[src/rtl/if_fetch_stage_pkg.sv]
// Shared pipeline definitions for the fetch stage and its IF/ID and ID neighbours.
package if_fetch_stage_pkg;

    typedef logic [31:0] word_t;

    localparam word_t RESET_PC = 32'h0000_0000;
    localparam word_t NOP_INS  = 32'h0000_0000;

    typedef enum logic {
        FETCH   = 1'b0,
        DISCARD = 1'b1
    } fetch_state_e;

    // Instruction-cache request as seen on the fetch port.
    typedef struct packed {
        logic  req;
        word_t addr;
    } icache_req_t;

    // The cache is word addressed; low address bits are never presented.
    function automatic word_t align_word(input word_t a);
        return {a[31:2], 2'b00};
    endfunction

endpackage

[src/rtl/if_next_pc.sv]
// Combinational next-PC select: redirect target, then pending target, then stall hold, then pc+4.
module if_next_pc
    import if_fetch_stage_pkg::*;
(
    input  word_t pc,
    input  word_t pend_pc,
    input  logic  discard,
    input  logic  stall,
    input  logic  branch_taken,
    input  word_t branch_target,
    input  logic  jump,
    input  word_t jump_target,
    output logic  redirect,
    output word_t target,
    output word_t pc_plus4,
    output word_t next_pc
);

    // Branch beats jump; a live redirect beats a stored one; stall only matters for sequential flow.
    always_comb begin
        redirect = branch_taken | jump;
        target   = branch_taken ? branch_target : jump_target;
        pc_plus4 = pc + 32'd4;
        if (redirect)
            next_pc = target;
        else if (discard)
            next_pc = pend_pc;
        else if (stall)
            next_pc = pc;
        else
            next_pc = pc_plus4;
    end

endmodule

[src/rtl/if_fetch_stage.sv]
// Instruction fetch: owns the PC, drives the icache handshake, and drops fetches
// made stale by a redirect that lands while a miss is outstanding.
module if_fetch_stage
    import if_fetch_stage_pkg::*;
(
    input  logic        clk,
    input  logic        rst,
    input  logic        stall,
    input  logic        branch_taken,
    input  logic [31:0] branch_target,
    input  logic        jump,
    input  logic [31:0] jump_target,
    output logic        icache_req,
    output logic [31:0] icache_addr,
    input  logic [31:0] icache_rdata,
    input  logic        icache_ready,
    output logic [31:0] pc_4,
    output logic [31:0] ins,
    output logic        if_valid,
    output logic        miss_stall
);

    fetch_state_e state, state_nx;
    word_t        pc, pend_pc;
    word_t        next_pc, target, pc_plus4;
    logic         redirect;
    icache_req_t  fetch_req;

    if_next_pc u_next_pc (
        .pc            (pc),
        .pend_pc       (pend_pc),
        .discard       (state == DISCARD),
        .stall         (stall),
        .branch_taken  (branch_taken),
        .branch_target (branch_target),
        .jump          (jump),
        .jump_target   (jump_target),
        .redirect      (redirect),
        .target        (target),
        .pc_plus4      (pc_plus4),
        .next_pc       (next_pc)
    );

    // FSM state register.
    always_ff @(posedge clk or negedge rst) begin
        if (!rst)
            state <= FETCH;
        else
            state <= state_nx;
    end

    // PC advances only when the cache completes; a redirect seen mid-miss is parked in pend_pc.
    always_ff @(posedge clk or negedge rst) begin
        if (!rst) begin
            pc      <= RESET_PC;
            pend_pc <= '0;
        end else begin
            if (icache_ready)
                pc <= next_pc;
            if (!icache_ready && redirect)
                pend_pc <= target;
        end
    end

    // Next state and handshake/IF-ID outputs; reset forces everything quiet combinationally.
    always_comb begin
        state_nx       = state;
        fetch_req.req  = 1'b1;
        fetch_req.addr = align_word(pc);
        if_valid       = 1'b0;
        miss_stall     = 1'b0;
        ins            = NOP_INS;
        case (state)
            FETCH: begin
                if (icache_ready) begin
                    ins      = icache_rdata;
                    if_valid = 1'b1;
                end else begin
                    miss_stall = 1'b1;
                    if (redirect)
                        state_nx = DISCARD;
                end
            end
            DISCARD: begin
                // The returned word belongs to the abandoned path and is dropped.
                miss_stall = 1'b1;
                if (icache_ready)
                    state_nx = FETCH;
            end
            default: state_nx = FETCH;
        endcase
        if (!rst) begin
            fetch_req.req = 1'b0;
            if_valid      = 1'b0;
            miss_stall    = 1'b0;
            ins           = NOP_INS;
        end
    end

    assign icache_req  = fetch_req.req;
    assign icache_addr = fetch_req.addr;
    assign pc_4        = pc_plus4;

endmodule

[config.mk]
export PLATFORM = sky130hd
export DESIGN_NAME = if_fetch_stage
export DESIGN_NICKNAME = d
export VERILOG_FILES = /design/src/rtl/if_fetch_stage_pkg.sv /design/src/rtl/if_next_pc.sv /design/src/rtl/if_fetch_stage.sv
export SDC_FILE = /design/constraint.sdc
export NUM_CORES = 1
export LEC_CHECK = 0
export BUFFER_PORTS_ARGS = -buffer_cell sky130_fd_sc_hd__buf_2
export CAP_MARGIN = 40
export CORE_MARGIN = 5
export CORE_UTILIZATION = 54
export DETAILED_ROUTE_END_ITERATION = 8
export PLACE_DENSITY = 0.91
export SLEW_MARGIN = 20
export SYNTH_ARGS = -nofsm -noshare
export SYNTH_HDL_FRONTEND = slang
export SYNTH_HIERARCHICAL = 1
export SYNTH_SLANG_ARGS = --single-unit
[constraint.sdc]
create_clock -name clk -period 6.8 [get_ports clk]
set_input_delay 1.02 -clock clk [delete_from_list [all_inputs] [get_ports clk]]
set_output_delay 1.02 -clock clk [all_outputs]
set_load 0.1 [all_outputs]
### Word level (Yosys, flattened, before mapping)

Index checks and enable logic that the tools add are counted.

* output and inout port bits: 99
* logic and storage cells: 27
* input port bits: 102
* flip-flop bits (word level): 65

* $add $sub $neg: 1
* bitwise operators: 2
* eq/ne operators: 1
* reductions and logical operators: 3
* mux-type cells: 17

Operator list (count)
* 32-bit two-way mux: 7
* 32-bit by 3-bit adder with 32-bit output (second input constant): 1
* 1-bit two-way mux: 8
* 1-bit one-hot mux with 2 select lines: 2
* 3-bit by 1-bit != test with 1-bit output (second input constant): 1
* 2-bit AND reduction: 1
* 1-bit logical AND: 1
* 1-bit logical NOT: 1
* 1-bit inverter: 1
* 1-bit bitwise OR: 1

### Logic depth before layout (Yosys ltp)

Gate-level depths: netlist (run 1).

* word-level depth: 4
* mapped depth: 8

### Modules after synthesis

Netlist (run 1), hierarchy kept.

Modules (own cells, without submodules)
* if_fetch_stage: times used 1, area an instance 3047.9 µm², cells each 212, seq. area each 1626.6 µm²
* if_next_pc: times used 1, area an instance 2125.8 µm², cells each 327, seq. area each 0.0 µm²

### Worst setup path after synthesis (run 1)

OpenSTA, ideal clock, no wires.

* kind: input to output
* start: input icache_ready
* end: output miss_stall
* required time: 5780 ps
* stages: 3
* arrival time: 3480 ps
* slack: 2300 ps
* cells stage by stage: buf_6 -> buf_2 -> a21boi_0

* longest elaborated chain between the ends: 3

RTL lines
* from (decl): RTL line if_fetch_stage.sv:16 `input logic icache_ready,`
* 1-bit two-way mux: RTL line if_fetch_stage.sv:75 `if (icache_ready) begin`
* 1-bit one-hot mux with 2 select lines: RTL line if_fetch_stage.sv:73 `case (state)`
* 1-bit two-way mux: RTL line if_fetch_stage.sv:92 `if (!rst) begin`
* to (decl): RTL line if_fetch_stage.sv:20 `output logic miss_stall`

No other way between the ends.

### Worst setup path after layout (run 1)

* start: register pc[2]
* end: output pc_4[30]

* longest elaborated chain between the ends: 1

RTL lines
* from (decl): RTL line if_fetch_stage.sv:24 `word_t pc, pend_pc;`
* from (signal assigned): RTL line if_fetch_stage.sv:59 `pc <= next_pc;`
* 32-bit by 3-bit adder with 32-bit output: RTL line if_next_pc.sv:23 `pc_plus4 = pc + 32'd4;`
* to (decl): RTL line if_fetch_stage.sv:17 `output logic [31:0] pc_4,`

No other way between the ends.

==> impl_metrics.json, run 1 <==
{
  "status": "completed",
  "hold_path.class": "register to register",
  "gp_congestion": 0.890,
  "syn_area_um2": 5170,
  "ys_ff_latch": 65,
  "layout.nets": 787,
  "layout-drive-gt1-share": 0.472,
  "cts_hold_buffers": 0,
  "gr-usage-met3": 0.0486,
  "htreeDepth": 3,
  "core_um2": 9280,
  "slew_violations": 0,
  "arrival_ns": 3.14,
  "hold_viol": 0,
  "clock_latency_ns": 0.34,
  "crit_family": "simple AND/OR/NAND/NOR gates",
  "cts_setup_buffers": 0,
  "die-area_um2": 11600,
  "cellLeakagePower_nw": 2.87,
  "synth_edf_count": 0,
  "r2r_slack_ns": 3.96,
  "grt_max_degree": 53,
  "synth_top_area_frac": 0.314,
  "max_clock_freq_mhz": 240,
  "cts_tree": "done",
  "worstRegToRegCells": 8,
  "p_per_area_nw_per_um2": 290,
  "min_from": "pend_pc[31]$_DFFE_PN0P_",
  "clock_path_buffers": 2,
  "grt_first_pass_wirelength_mm": 23.2,
  "antenna_found_initial": 0,
  "fin_worst_skew_ns": 0.0113,
  "worstHoldEndpoint": "pend_pc[31]$_DFFE_PN0P_",
  "first_pass_iters": 5,
  "ys_warn_count": 6,
  "crit_required_ns": 5.78,
  "io_pins": 201,
  "maxCapViolations": 0,
  "ir_drop_mv": 0.236,
  "synth_ff_type": "dfrtp_1",
  "postSynthCellCount": 539,
  "power.internal_mw": 0.820,
  "path_clk_slew_ns": 0.07,
  "cp_max_fo": 9,
  "fp-row-count": 35,
  "grtUsageMet2": 0.460,
  "fin_crit_ns": 4.16,
  "cts_buffers": 9,
  "grt_overflow": 0,
  "switching_power_mw": 0.964,
  "synth_area_per_cell_um2": 9.60,
  "worstHoldPathCells": 1,
  "final.setup.tns_ns": 0,
  "worstReg2RegStart": "pc[2]$_DFFE_PN0P_",
  "setup_viol": 0,
  "worstSetupPathType": "register to primary output",
  "slew_headroom": 0.444,
  "ys_seq_area_frac": 0.314,
  "worst-path-buf-inv": 2,
  "synth.largest_area_cell": "dfrtp_1",
  "insertedDiodeCount": 0,
  "ant_nets": 0,
  "grt.total_usage": 0.252,
  "chipHeight_um": 108,
  "clkPwrFrac": 0.167,
  "crit_path_start_kind": "register",
  "final_util": 0.662,
  "tightest_slew_ns": 0.833,
  "first_global_vias": 4744,
  "combPwrFrac": 0.531,
  "initial_core_util": 0.557,
  "port_buffers": 198,
  "synthArstFlopShare": 1.00,
  "crit_path_end_kind": "primary output",
  "grt.busiest_layer": "met2",
  "critPathMaxStageDelay_ns": 0.66,
  "routedWlPerCell_um": 18.6,
  "rsz0062_at_grt": "false",
  "drc": 0,
  "switching_share": 0.540,
  "crit_chain": "ha_1 > nand4_1 > nor4_2 > buf_2 > nand4_1 > xnor2_1 > buf_2",
  "fp.dieW_um": 108,
  "drt-initial-drc-count": 302,
  "post-dp-hpwl_mm": 11.2,
  "root_buffer": "clkbuf_8",
  "vias_per_cell": 5.68,
  "crit_slowest_cell": "nor4_2",
  "fin_crit_sh": 0.612,
  "syn2layout_area_growth_pct": 18.8,
  "wl_mm": 15.2,
  "num_vias": 4643,
  "cts_sinks": 65,
  "reg2reg_to": "pc[30]$_DFFE_PN0P_",
  "ctsResizeCount": 0,
  "met1_usage": 0.283,
  "seqPwrFrac": 0.302,
  "synth_cell_types": 48,
  "ys_top_cells_by_area": "dfrtp_1, mux2_2, mux2_4"
}
-- layout by cell type, fill, tap and decap left out, drive strengths merged, types with 2 or more instances in the layout --
cell type  netlist  routed
nor2            35      35
clkbuf          24      13
conb             1       2
clkinv           0       3
and4             3       3
xor2            25      25
a21oi           29      29
nor4             2       2
nand4           12      12
and2            34      34
a211oi           3       3
nor3            13      13
nor2b            6       6
mux2i            4       4
xnor2           31      31
dfrtp           65      65
buf             50     207
o21ai           28      28
and3             4       4
nand2           19      19
mux2            96      96
or3             17      17
inv              6       6
nand3           17      17
-- per-stage QoR --
| stage | power, mW | hold WS [ns] | std cells | setup slack [ns] | cell area (um^2) |
|---|---|---|---|---|---|
| 2_1_floorplan | 1.36 | 0.476 | 540 | 2.30 | 5180 |
| 3_3_place_gp | 1.46 | 0.488 | 798 | 2.82 | 5910 |
| 3_5_place_dp | 1.48 | 0.487 | 799 | 2.72 | 5920 |
| 4_1_cts | 1.78 | 0.515 | 815 | 2.63 | 6090 |
| 5_1_grt | 1.85 | 0.531 | 818 | 2.50 | 6150 |
| 6_report | 1.78 | 0.514 | 818 | 2.64 | 6150 |
-- worst reg2reg max path, cell delays in order, from the launching register on --
cell and delay (ns):
dfrtp_1 0.49, ha_1 0.28, nand4_1 0.24, nor4_2 0.66
buf_2 0.32, nand4_1 0.20, mux2i_1 0.20, o21ai_0 0.09
mux2_2 0.26
-- power groups by stage --
stage	clock [mW]	sequential, mW	combinational [mW]
finish	0.298	0.539	0.946
global route	0.314	0.550	0.981
CTS	0.300	0.540	0.940
detailed placement	0	0.546	0.938
global placement	0	0.539	0.926
floorplan	0	0.507	0.856
-- layout make-up --
cell class	instances	area [um^2]
repair buffers	207	1090
multi-input cells	395	3070
clock inverters	3	15.0
inverters	6	22.5
well taps	129	161
clock buffers	13	159
fillers	739	3140
flip-flops and latches	65	1630
-- synthesized netlist by cell type, types with 4 or more instances --
master,count
and2_1,34
clkbuf_1,22
nand2_1,19
a21oi_1,29
nor2b_1,5
mux2i_1,4
mux2_2,66
or3_1,17
xor2_1,25
xnor2_1,31
nand3_1,15
nor2_1,35
mux2_4,30
o21ai_0,28
nor3_1,13
buf_2,7
and3_1,4
dfrtp_1,65
nand4_1,11
inv_1,6
buf_4,35
-- how the worst max path moves through the flow --
stage	from	endpoint	slack (ns)	cells after the start
floorplan	icache_ready	miss_stall	2.30	3
global placement	branch_taken	pend_pc[12]$_DFFE_PN0P_	2.82	6
detailed placement	branch_taken	pend_pc[5]$_DFFE_PN0P_	2.72	6
CTS	pc[2]$_DFFE_PN0P_	pc_4[30]	2.63	7
global route	pc[2]$_DFFE_PN0P_	pc_4[30]	2.50	7
finish	pc[2]$_DFFE_PN0P_	pc_4[30]	2.64	7
-- sequential cells by signal, indices dropped and copies added, names as in the netlist --
name,cells
state,1
pend_pc,32
pc,32
-- kinds of logic after synthesis --
group,after synthesis,share of synthesized area
buf+inv,80,0.0950
simple gates,170,0.185
mux,100,0.238
compound gates,66,0.0687
xor+xnor,56,0.0948
other cells,1,0.000725
flops,65,0.314
fa+ha+maj,1,0.00242
-- layer usage --
| layer | vias to the layer above | part of all wire | wire length (um) |
|---|---|---|---|
| met3 | 37 | 0.085 | 1290 |
| met2 | 281 | 0.52 | 7860 |
| li1 | 2114 | - | - |
| met1 | 2211 | 0.37 | 5700 |
| met4 | 0 | 0.024 | 369 |
| met5 | - | 0 | 0 |
Power figures use the tool's default switching activity.
==> inputs of run 2 (changes only) <==
ABC_AREA = 1   (was not set)
CORE_UTILIZATION = 51   (was 54)
PLACE_DENSITY = 0.86   (was 0.91)
clock period = 4.1 ns   (was 6.8 ns; I/O delays follow)
==> impl_metrics.json, run 2 <==
{
  "status": "completed",
  "ys_warn_count": 6,
  "ys_top_cells_by_area": "nand2_1, dfrtp_1, nor2_1",
  "fin_crit_ns": 3.12,
  "setup_viol": 0,
  "syn2layout_area_growth_pct": 17.7,
  "die-area_um2": 12800,
  "rsz0062_at_grt": "false",
  "slew_violations": 0,
  "num_vias": 5985,
  "clock_latency_ns": 0.34,
  "synth.most_common_cell": "nand2_1",
  "p_per_area_nw_per_um2": 417,
  "core_um2": 10300,
  "grt.total_usage": 0.249,
  "path_clk_slew_ns": 0.07,
  "ctsResizeCount": 0,
  "post-dp-hpwl_mm": 12.4,
  "grt_overflow": 0,
  "setup_ws_ns": 0.983,
  "final.setup.tns_ns": 0,
  "final_util": 0.617,
  "nFillCells": 1012,
  "postSynthCellCount": 925,
  "holdWs_ns": 0.344,
  "cts_buffers": 9,
  "fp-row-count": 37,
  "synth_edf_count": 0,
  "layout.nets": 1166,
  "drt-initial-drc-count": 511,
  "ant_nets": 0,
  "chipHeight_um": 113,
  "cts_hold_buffers": 0,
  "synth_top_area_frac": 0.322,
  "clock_path_buffers": 2,
  "crit_path_start_kind": "input pin",
  "tightest_slew_ns": 0.638,
  "cts_setup_buffers": 0,
  "fp.dieW_um": 113,
  "antenna_found_initial": 0,
  "synth_ff_type": "dfrtp_1",
  "reg_top3": "pc: 32 flops, pend_pc: 32 flops, state: 1 flops",
  "cellLeakagePower_nw": 3.89,
  "fin_crit_sh": 0.760,
  "drc": 0,
  "maxCapViolations": 0,
  "first_global_vias": 5176,
  "first_pass_iters": 6,
  "initial_core_util": 0.524,
  "finalPower_mw": 2.66,
  "port_buffers": 198,
  "cts_sinks": 65,
  "vias_per_cell": 4.98,
  "hold_path.class": "input pin to async pin",
  "grt_max_degree": 65,
  "worstSetupPathType": "input pin to primary output",
  "crit_required_ns": 3.48,
  "ys_top_cells_by_count": "nand2_1, nor2_1, dfrtp_1",
  "gp_congestion": 1.01,
  "root_buffer": "clkbuf_8",
  "synth_cell_types": 27,
  "ys_seq_area_frac": 0.300,
  "syn_area_um2": 5410,
  "synth_area_per_cell_um2": 5.85,
  "final_cell_mix": "nand2_1, buf_2, nor2_1",
  "io_pins": 201,
  "routedWlPerCell_um": 13.5,
  "max_clock_freq_mhz": 321,
  "hold_viol": 0,
  "final_common_cell": "nand2_1",
  "cts_tree": "done",
  "slew_headroom": 0.574,
  "grt_first_pass_wirelength_mm": 25.8,
  "htreeDepth": 3,
  "dp_slack_ns": 0.973,
  "cp_max_fo": 36,
  "ir_drop_mv": 0.235,
  "arrival_ns": 2.50,
  "crit_path_end_kind": "primary output",
  "synth.largest_area_cell": "nand2_1",
  "insertedDiodeCount": 0,
  "wl_mm": 16.3,
  "fin_worst_skew_ns": 0.00546,
  "synthArstFlopShare": 1.00,
  "layout-drive-gt1-share": 0.230,
  "ys_ff_latch": 65
}
## run 2: worst paths after layout
| path | endpoint | depth (start not counted) | slack (ns) | startpoint |
|---|---|---|---|---|
| max | ins[3] | 4 | 0.98 | icache_ready |
| min | pc[8]$_DFFE_PN0P_ | 2 | 0.34 | rst |
| max reg2reg | pc[14]$_DFFE_PN0P_ | 12 | 2.12 | pc[3]$_DFFE_PN0P_ |
| min reg2reg | pend_pc[1]$_DFFE_PN0P_ | 2 | 0.47 | pend_pc[1]$_DFFE_PN0P_ |
| max in group asynchronous | pend_pc[26]$_DFFE_PN0P_ | 3 | 2.89 | rst |
| min in group clk | pend_pc[1]$_DFFE_PN0P_ | 2 | 0.47 | pend_pc[1]$_DFFE_PN0P_ |
## run 2: critical path: stages
cell and delay (ns):
buf_2 0.50, nand3_2 0.62, nor2_1 0.28, buf_2 0.47
## run 2: kinds of logic (layout without fill, tap and decap cells)
| logic type | Yosys count | after routing | share of synthesized area |
|---|---|---|---|
| DFF | 65 | 65 | 0.300 |
| AOI/OAI and AO/OA | 46 | 46 | 0.0455 |
| xor gates and xnor gates | 15 | 15 | 0.0312 |
| other | 1 | 2 | 0.000693 |
| and+or+nand+nor | 650 | 650 | 0.480 |
| adders and majority gates | 1 | 1 | 0.00231 |
| buffers and inverters | 147 | 288 | 0.140 |
## run 2: layout make-up
cell class	instances	area (um^2)	share of cell area
sequential	65	1630	0.255
timing repair buffer	207	1100	0.172
clock inverter	3	40.0	0.00629
tap	136	170	0.0267
multi-input combinational	714	3030	0.476
inverter	66	248	0.0389
clock buffer	12	155	0.0244
## run 2: power breakdown
part / leakage [nW] / switching, mW / internal, mW
combinational: 2.98 / 1.05 / 0.239
clock: 0.102 / 0.230 / 0.309
sequential: 0.808 / 0.104 / 0.723
total: 3.89 / 1.38 / 1.27
## run 2: metal layers
metal	share of wire	vias to the layer above	track usage
met5	0	-	0
met4	0.023	0	0.0865
met3	0.11	22	0.0567
met2	0.46	274	0.396
met1	0.41	2663	0.334
li1	-	3026	-
## run 2: stage by stage
| stage | cell area (um^2) | cells |
|---|---|---|
| 2_1_floorplan | 5420 | 926 |
| 3_3_place_gp | 6120 | 1186 |
| 3_5_place_dp | 6170 | 1188 |
| 4_1_cts | 6370 | 1203 |
| 5_1_grt | 6370 | 1203 |
| 6_report | 6370 | 1203 |
==> inputs of run 3 (changes only) <==
clock period = 3 ns   (was 4.1 ns; I/O delays follow)
==> impl_metrics.json, run 3 (synthesis gave the netlist of run 2 again) <==
{
  "status": "completed",
  "ant_nets": 0,
  "clkPwrFrac": 0.234,
  "seqPwrFrac": 0.293,
  "max_clock_freq_mhz": 370,
  "clock_latency_ns": 0.35,
  "wl_mm": 17.7,
  "hold_path.class": "input pin to async pin",
  "vias_per_cell": 5.14,
  "worstReg2RegStart": "pc[3]$_DFFE_PN0P_",
  "crit_path_start_kind": "register",
  "io_pins": 201,
  "finalPower_mw": 3.88,
  "layout-drive-gt1-share": 0.232,
  "port_buffers": 198,
  "final.setup.tns_ns": 0,
  "crit_path_end_kind": "primary output",
  "final_cell_mix": "nand2_1, buf_2, nor2_1",
  "routedWlPerCell_um": 14.7,
  "nFillCells": 905,
  "setup_ws_ns": 0.295,
  "grt_overflow": 0,
  "path_clk_slew_ns": 0.07,
  "cts_sinks": 65,
  "drc": 0,
  "root_buffer": "clkbuf_8",
  "crit_required_ns": 2.55,
  "grt.total_usage": 0.268,
  "reg_top3": "pc: 32 flops, pend_pc: 32 flops, state: 1 flops",
  "setup_viol": 0,
  "cts_hold_buffers": 0,
  "arrival_ns": 2.25,
  "switching_power_mw": 1.94,
  "fin_worst_skew_ns": 0.00461,
  "ctsResizeCount": 0,
  "cts_tree": "done",
  "layout.nets": 1167,
  "worstSetupPathType": "register to primary output",
  "num_vias": 6189,
  "initial_core_util": 0.524,
  "final_cell_area_um2": 6950,
  "final_common_cell": "nand2_1",
  "first_pass_iters": 9,
  "cellLeakagePower_nw": 4.03,
  "first_global_vias": 5625,
  "grt_first_pass_wirelength_mm": 27.9,
  "fp.dieW_um": 113,
  "switching_share": 0.502,
  "r2r_slack_ns": 0.98,
  "cts_buffers": 9,
  "hold_viol": 0,
  "ir_drop_mv": 0.292,
  "cts_setup_buffers": 0,
  "dp_slack_ns": 0.673,
  "htreeDepth": 3,
  "post-dp-hpwl_mm": 13.4,
  "fp-row-count": 37,
  "slew_violations": 0,
  "cp_max_fo": 6,
  "insertedDiodeCount": 0,
  "syn2layout_area_growth_pct": 28.3,
  "fin_crit_sh": 0.902,
  "multi_input_area_um2": 3030,
  "drt-initial-drc-count": 832,
  "fin_crit_ns": 2.70,
  "seq_area_um2": 1630,
  "gp_congestion": 0.968,
  "worstRegToRegCells": 12,
  "combPwrFrac": 0.473,
  "power.internal_mw": 1.93,
  "rsz0062_at_grt": "false",
  "place_area_um2": 6680,
  "core_um2": 10300,
  "die-area_um2": 12800,
  "chipHeight_um": 113,
  "reg2reg_to": "pc[12]$_DFFE_PN0P_",
  "slew_headroom": 0.576,
  "maxCapViolations": 0,
  "tightest_slew_ns": 0.634,
  "clock_path_buffers": 2,
  "grt_max_degree": 65,
  "p_per_area_nw_per_um2": 558,
  "antenna_found_initial": 0
}
run 3: cell type report:
| cell class | count | share of cell area |
|---|---|---|
| clock inverters | 6 | 0.0151 |
| flip-flops and latches | 65 | 0.234 |
| clock buffers | 10 | 0.0198 |
| repair buffers | 208 | 0.234 |
| well taps | 136 | 0.0245 |
| inverters | 66 | 0.0357 |
| multi-input cells | 714 | 0.436 |
run 3: worst max-delay path, stage by stage (launching register included):
cell and delay [ns]:
dfrtp_1 0.44, ha_1 0.24, nand2_1 0.08, nor2_2 0.12
nand2_2 0.13, nor2_2 0.20, xor2_1 0.22, buf_2 0.48
run 3: power groups by stage:
| stage | clock [mW] | sequential, mW | combinational, mW |
|---|---|---|---|
| after global placement | 0 | 1.14 | 1.80 |
| after CTS | 0.908 | 1.13 | 1.83 |
| after floorplan | 0 | 1.10 | 1.53 |
| final | 0.905 | 1.14 | 1.83 |
| after detailed placement | 0 | 1.15 | 1.82 |
| after global routing | 0.953 | 1.15 | 1.94 |
run 3: through the flow:
stage                     utilization  instances  hold slack [ns]
after CTS                       0.670       1204            0.223
after floorplan                     -        926            0.154
after global placement          0.644       1187            0.456
after global routing            0.673       1205            0.234
final                           0.673       1205            0.205
after detailed placement        0.647       1188            0.459
run 3: metal layers:
| metal | vias to the layer above | share of wire | GRT usage |
|---|---|---|---|
| met2 | 360 | 0.48 | 0.452 |
| li1 | 3028 | - | - |
| met1 | 2770 | 0.40 | 0.351 |
| met4 | 0 | 0.021 | 0.0881 |
| met5 | - | 0 | 0 |
| met3 | 31 | 0.10 | 0.0439 |
run 3: how the worst max path moves through the flow:
stage | cells after the start | start | slack, ns | end
detailed placement | 7 | branch_taken | 0.67 | pend_pc[16]$_DFFE_PN0P_
global route | 7 | pc[3]$_DFFE_PN0P_ | 0.14 | pc_4[12]
CTS | 7 | pc[3]$_DFFE_PN0P_ | 0.33 | pc_4[18]
finish | 7 | pc[3]$_DFFE_PN0P_ | 0.30 | pc_4[14]
global placement | 7 | pc[3]$_DFFE_PN0P_ | 0.74 | pc_4[18]
floorplan | 12 | pc[2]$_DFFE_PN0P_ | 0.02 | pc[14]$_DFFE_PN0P_
